<file path="config.mk">
export PLATFORM = sky130hd
export DESIGN_NAME = alu_issue_ctrl
export DESIGN_NICKNAME = d
export VERILOG_FILES = /design/src/rtl/alu_issue_ctrl.sv
export SDC_FILE = /design/constraint.sdc
export NUM_CORES = 1
export LEC_CHECK = 0
export ABC_AREA = 0
export CORE_UTILIZATION = 38
export CTS_CLUSTER_DIAMETER = 60
export DETAILED_ROUTE_END_ITERATION = 10
export GPL_ROUTABILITY_DRIVEN = 0
export PLACE_DENSITY = 0.76
export SYNTH_ARGS = -nofsm -noshare
export SYNTH_HDL_FRONTEND = slang
export SYNTH_SLANG_ARGS = --single-unit
</file>
<file path="constraint.sdc">
create_clock -name soc_clk -period 1.7 [get_ports soc_clk]
set_clock_uncertainty 0.1 [all_clocks]
set_input_delay 0.34 -clock soc_clk [delete_from_list [all_inputs] [get_ports soc_clk]]
set_output_delay 0.34 -clock soc_clk [all_outputs]
set_load 0.01 [all_outputs]
</file>
<file path="src/rtl/alu_issue_ctrl.sv">
// alu_issue_ctrl: issues one decoded ALU op to the subunits, captures the result after RESULT_LATENCY cycles, and hands it to writeback
//   soc_clk, reset (sync, active-high), flush (sync abort)
//   dec_valid/dec_ready/dec_op/dec_rs1_val/dec_rs2_val/dec_rd : decode handshake
//   ALU_dat1/ALU_dat2/Instruction_to_ALU/dat_ready           : subunit drive
//   alu_result                                               : registered subunit result
//   wb_valid/wb_ready/wb_data/wb_rd                          : writeback handshake
//   busy                                                     : state is not IDLE
module alu_issue_ctrl #(
  parameter int RESULT_LATENCY = 1
) (
  input  logic        soc_clk,
  input  logic        reset,
  input  logic        flush,
  input  logic        dec_valid,
  output logic        dec_ready,
  input  logic [4:0]  dec_op,
  input  logic [31:0] dec_rs1_val,
  input  logic [31:0] dec_rs2_val,
  input  logic [4:0]  dec_rd,
  output logic [31:0] ALU_dat1,
  output logic [31:0] ALU_dat2,
  output logic [4:0]  Instruction_to_ALU,
  output logic        dat_ready,
  input  logic [31:0] alu_result,
  output logic        wb_valid,
  input  logic        wb_ready,
  output logic [31:0] wb_data,
  output logic [4:0]  wb_rd,
  output logic        busy
);
  typedef enum logic [1:0] {IDLE, EXEC, HOLD} state_t;
  state_t      state_q;
  logic [3:0]  cnt_q;
  logic [4:0]  rd_q;
  logic        accept;
  // HOLD with wb_ready retires and accepts on the same edge
  assign dec_ready = ~reset & ~flush & ((state_q == IDLE) | ((state_q == HOLD) & wb_ready));
  assign accept    = dec_valid & dec_ready;
  assign busy      = state_q != IDLE;
  always_ff @(posedge soc_clk) begin
    if (reset) begin
      state_q            <= IDLE;
      cnt_q              <= '0;
      rd_q               <= '0;
      ALU_dat1           <= '0;
      ALU_dat2           <= '0;
      Instruction_to_ALU <= '0;
      dat_ready          <= 1'b0;
      wb_valid           <= 1'b0;
      wb_data            <= '0;
      wb_rd              <= '0;
    end else if (flush) begin
      state_q   <= IDLE;
      cnt_q     <= '0;
      dat_ready <= 1'b0;
      wb_valid  <= 1'b0;
    end else if (accept) begin
      state_q            <= EXEC;
      cnt_q              <= '0;
      rd_q               <= dec_rd;
      ALU_dat1           <= dec_rs1_val;
      ALU_dat2           <= dec_rs2_val;
      Instruction_to_ALU <= dec_op;
      dat_ready          <= 1'b1;
      wb_valid           <= 1'b0;
    end else if (state_q == EXEC) begin
      cnt_q <= cnt_q + 4'd1;
      // cnt counts cycles since the first dat_ready cycle; the subunit result is valid now
      if (cnt_q == 4'(RESULT_LATENCY)) begin
        state_q   <= HOLD;
        wb_data   <= alu_result;
        wb_rd     <= rd_q;
        wb_valid  <= 1'b1;
        dat_ready <= 1'b0;
      end
    end else if (state_q == HOLD && wb_ready) begin
      state_q  <= IDLE;
      wb_valid <= 1'b0;
    end
  end
endmodule

</file>
# After elaboration in Yosys (flattened, before gate mapping)
# Cells that the tools add are included.
# totals
out_inout_bits	110
word_cells	49
inputBits	111
reg_bits	119
# classes
bitwise	8
muxes	10
n_reduce_logical	14
n_addsub	1
eq_ne	5
# op_table
cell	count
$reduce_and A2 Y1	4
$reduce_bool A2 Y1	4
$mux W1	7
$mux W2	3
$add A4 B1 Y4 const B	1
$and A1 B1 Y1	4
$eq A4 B1 Y1 const B	1
$reduce_and A4 Y1	1
$ne A3 B2 Y1 const B	1
$not A1 Y1	3
$reduce_bool A3 Y1	1
$reduce_or A3 Y1	1
$eq A2 B1 Y1 const B	1
$eq A2 B2 Y1 const B	1
$logic_not A2 Y1	1
$ne A2 B1 Y1 const B	1
$reduce_or A2 Y1	1
$logic_and A1 B1 Y1	1
$or A1 B1 Y1	1

# Depth between registers and ports, before layout
# logic_depth
ltp_word	7
mapped_depth	6
depth_no_buf	4

# Least setup slack after synthesis
# OpenSTA, ideal clock, no wires.
# synth_path
path_type	register to register
start	reg wb_valid (netlist name)
end	reg ALU_dat1[10]
arrival_time_ps	1588
setup_time_ps	121
t_required_ps	1479
period_less_slack_ps	1809
path_buffers	2
slack_ps	-109
stages_incl_launch_ff	6
path_cell_list	dfxtp_1 nor2b_1 or4_4 buf_6 buf_6 mux2_4
# synth_rtl
element	line_no	rtl
end signal: assignment	61	ALU_dat1 <= dec_rs1_val;
end: declaration	20	output logic [31:0] ALU_dat1,

# Final worst setup path
# layout_path
start	in dec_valid
end	reg ALU_dat1[27]
# layout_between
elab_chain_len	2
# layout_lines
element	line_no	rtl
start: declaration	14	input logic dec_valid,
$and A1 B1 Y1	38	assign accept = dec_valid & dec_ready;
$reduce_and A2 Y1 (no source line)	-	
# No other way between the ends.
# A chain may end at the register's enable or synchronous reset.

==> impl_results.md <==
- Run status: complete, but fails checks
- Violated checks: setup timing
- R2r setup slk: -0.11 ns
- Final Core Density: 62.7%
- Synthesized Nets: 550
- Setup Total Neg Slack: -5.50 ns
- Pre-CTS setup slack: -0.571 ns
- PwrDens: 890 mW/mm^2
- Sw Ratio: 22.3%
- Layout fillers: 1,047
- ANT cells: 0
- Clock latency at the later pin of the worst-skew pair: 0.41 ns
- Largest net degree at the start of global routing: 93
- Comb power frac: 11.7%
- Avg Cell Area, Syn: 11.6 um^2
- I/O pins: 221
- CTS Hold Bufs: 0
- CTS buffer count: 17
- Slew HR: 55.1%
- DRT Pass-1 Iters: 4
- Global-route wire length before repair: 20,200 um
- Reg-to-reg critical path startpoint: wb_valid
- Clk pwr share: 47.5%
- Crit path kind: input pin to flip-flop
- Mapped Area: 0.00506 mm^2
- Clock Sinks: 118
- Synth warn: 0
- Worst hold path type: flip-flop to flip-flop
- Post-Synthesis Cells: 437
- DR DRC count: 0
- Die area: 0.0138 mm^2
- Clock root buffer: clkbuf_16
- Biggest cell delay along the critical path: 0.53 ns
- Slew @ Worst Pin: 0.673 ns
- Cell row count: 41
- RSZ-0062 raised after global routing: yes
- CP startpoint: dec_valid
- Worst Setup Start Kind: input pin
- Final worst path period share: 106%
- Slowest-stage cell, CP: or4_4
- Reg2Reg Depth: 4
- Core box area: 0.0128 mm^2
- Vias in the first global route: 4,074
- Non-filler cells, final: 851
- Final WL: 12,700 um
- Crit Reg-Reg Endpoint: ALU_dat1[27]
- Hold Fails Final Rpt: 0
- Req. time, crit path: 1.90 ns
- CP cell instances: clkdlybuf4s50_1, nand2b_4, or4_4, buf_12, mux2_4
- Final min period: 1.81 ns
- Initial antenna violation count: 0
- Most common cell after layout, fill and taps aside: dfxtp_1
- Post-layout worst setup margin: -0.110 ns
- Sw power: 1.60 mW
- H-tree levels: 4
- LEAKAGE: 3.80 nW
- Element type at the critical path end: flip-flop
- Count of cell types in the netlist: 29
- Peak supply drop: 0.626 mV
- Clock Pin Slew Worst Setup and Hold Paths: 0.05 ns
- Max Clock Freq: 552 MHz
- Starting Density: 39.5%
- Crit path DAT: 2.01 ns
- P&R area growth vs syn: 58.9%
- DPL Wire Length: 8840 um
- Post-DR wirelength/cell: 15.0 um
- Total grt overflow: 0
- Layout net count: 779
- Seq cells post-synth: 118
- Vias: 3,885
- End of the critical path: ALU_dat1[27]
- CTS tree: built
- Die X: 117 um
- Worst-case clock buffer depth: 2
- CP max FO: 29
- Commonest non-fill, non-tap cells in the layout: 117 x dfxtp_1, 109 x dlygate4sd2_1, 107 x clkdlybuf4s50_1
- Post-route ant nets: 0
- Vias/cell: 4.57
- Max-Cap Viols: 0
- Initial drt markers: 108
- Cells after DPL: 814
- Port Buffers: 220
- Fin. max-slew vios: 0
- Seq pwr share: 40.8%
- Pint: 5.56 mW
- Sequential area share after synthesis: 46.7%
- Die height: 117 um
- GRT Resource Usage Total: 18.7%
- Setup-failing EPs final: 69
- Fraction of layout cells with a size suffix above 1: 18.3%
cell usage after synthesis:
cell type	n	area, um^2
clkbuf_1	15	56.3
or4_4	1	11.3
nor2b_1	70	438
nor4_1	2	12.5
or2_2	1	6.26
nand2b_1	76	475
a21oi_1	2	10.0
and4b_1	1	10.0
buf_1	1	3.75
ha_1	2	25.0
a211oi_1	1	7.51
dfxtp_1	118	2360
a31o_2	2	17.5
or3_1	1	6.26
buf_4	3	22.5
buf_2	2	10.0
xor2_1	1	8.76
mux2_1	14	158
nor2_1	5	18.8
and2b_1	1	7.51
nand3_1	2	10.0
mux2_4	55	826
mux2i_1	42	420
inv_1	7	26.3
o21ai_0	2	10.0
nand3b_1	1	7.51
o21ai_1	1	5.00
buf_6	7	78.8
xnor2_1	1	8.76
worst max-delay path, delay by kind of cell:
family / cells / cell delay [ns]
buffers and inverters: 2 / 0.73
multiplexers: 1 / 0.32
AND/OR/NAND/NOR: 2 / 0.59
worst min path at each step:
stage	slack (ns)	depth (start not counted)	end	startpoint
global placement	0.36	2	wb_data[31]	wb_data[31]
floorplan	0.36	2	cnt_q[3]	cnt_q[3]
CTS	0.36	3	rd_q[2]	dec_rd[2]
finish	0.36	2	wb_data[4]	wb_data[4]
detailed placement	0.36	2	wb_data[9]	wb_data[9]
global route	0.38	3	rd_q[2]	dec_rd[2]
state kept, by name, summed over array words and instances, names as in the netlist:
register,flops
ALU_dat2,32
wb_rd,5
state_q,1
wb_valid,1
dat_ready,1
Instruction_to_ALU,5
rd_q,5
ALU_dat1,32
wb_data,32
cnt_q,4
area by class of cell:
cell class / count / area [um^2] / share of cell area, %
clock buffer: 18 / 429 / 5.34
clock inverter: 14 / 136 / 1.70
inverter: 7 / 26.3 / 0.327
multi-input combinational: 284 / 2550 / 31.8
sequential: 118 / 2360 / 29.4
tap: 172 / 215 / 2.68
timing repair buffer: 238 / 2310 / 28.8
kinds of logic after synthesis:
family	Yosys count	synth area share, %
AOI/OAI and AO/OA	8	0.989
muxes	111	27.7
and+or+nand+nor	161	19.8
DFF	118	46.7
buffers and inverters	35	3.91
xor gates and xnor gates	2	0.346
adders and majority gates	2	0.494
layer usage:
layer  up-vias  wire length [um]  global-route usage, %
met5         -                 0                      0
met4         0               286                   9.42
met3        24               829                   6.52
met2       145              6330                   32.2
met1      1817              5280                   20.3
li1       1899                 -                      -
per-stage QoR:
| stage | hold WS [ns] | total power, mW | area (um^2) |
|---|---|---|---|
| 2_1_floorplan | 0.359 | 3.35 | 5090 |
| 6_report | 0.365 | 7.16 | 8040 |
| 4_1_cts | 0.357 | 7.25 | 7970 |
| 3_3_place_gp | 0.358 | 3.83 | 7470 |
| 3_5_place_dp | 0.363 | 3.86 | 7470 |
| 5_1_grt | 0.375 | 7.43 | 8040 |
power by group through the flow:
stage / Sequential, mW / Clock, mW / Combinational [mW]
after global placement: 2.97 / 0 / 0.860
after global routing: 2.93 / 3.61 / 0.890
final: 2.92 / 3.40 / 0.838
after CTS: 2.92 / 3.49 / 0.835
after floorplan: 3.02 / 0 / 0.335
after detailed placement: 2.98 / 0 / 0.879
what timing repair did:
action,CTS,global route
gates cloned,1,1
gates resized for setup,125,12
buffers inserted,3,0
setup endpoints to repair,179,84
No activity file was read; power rests on OpenSTA's default activity.
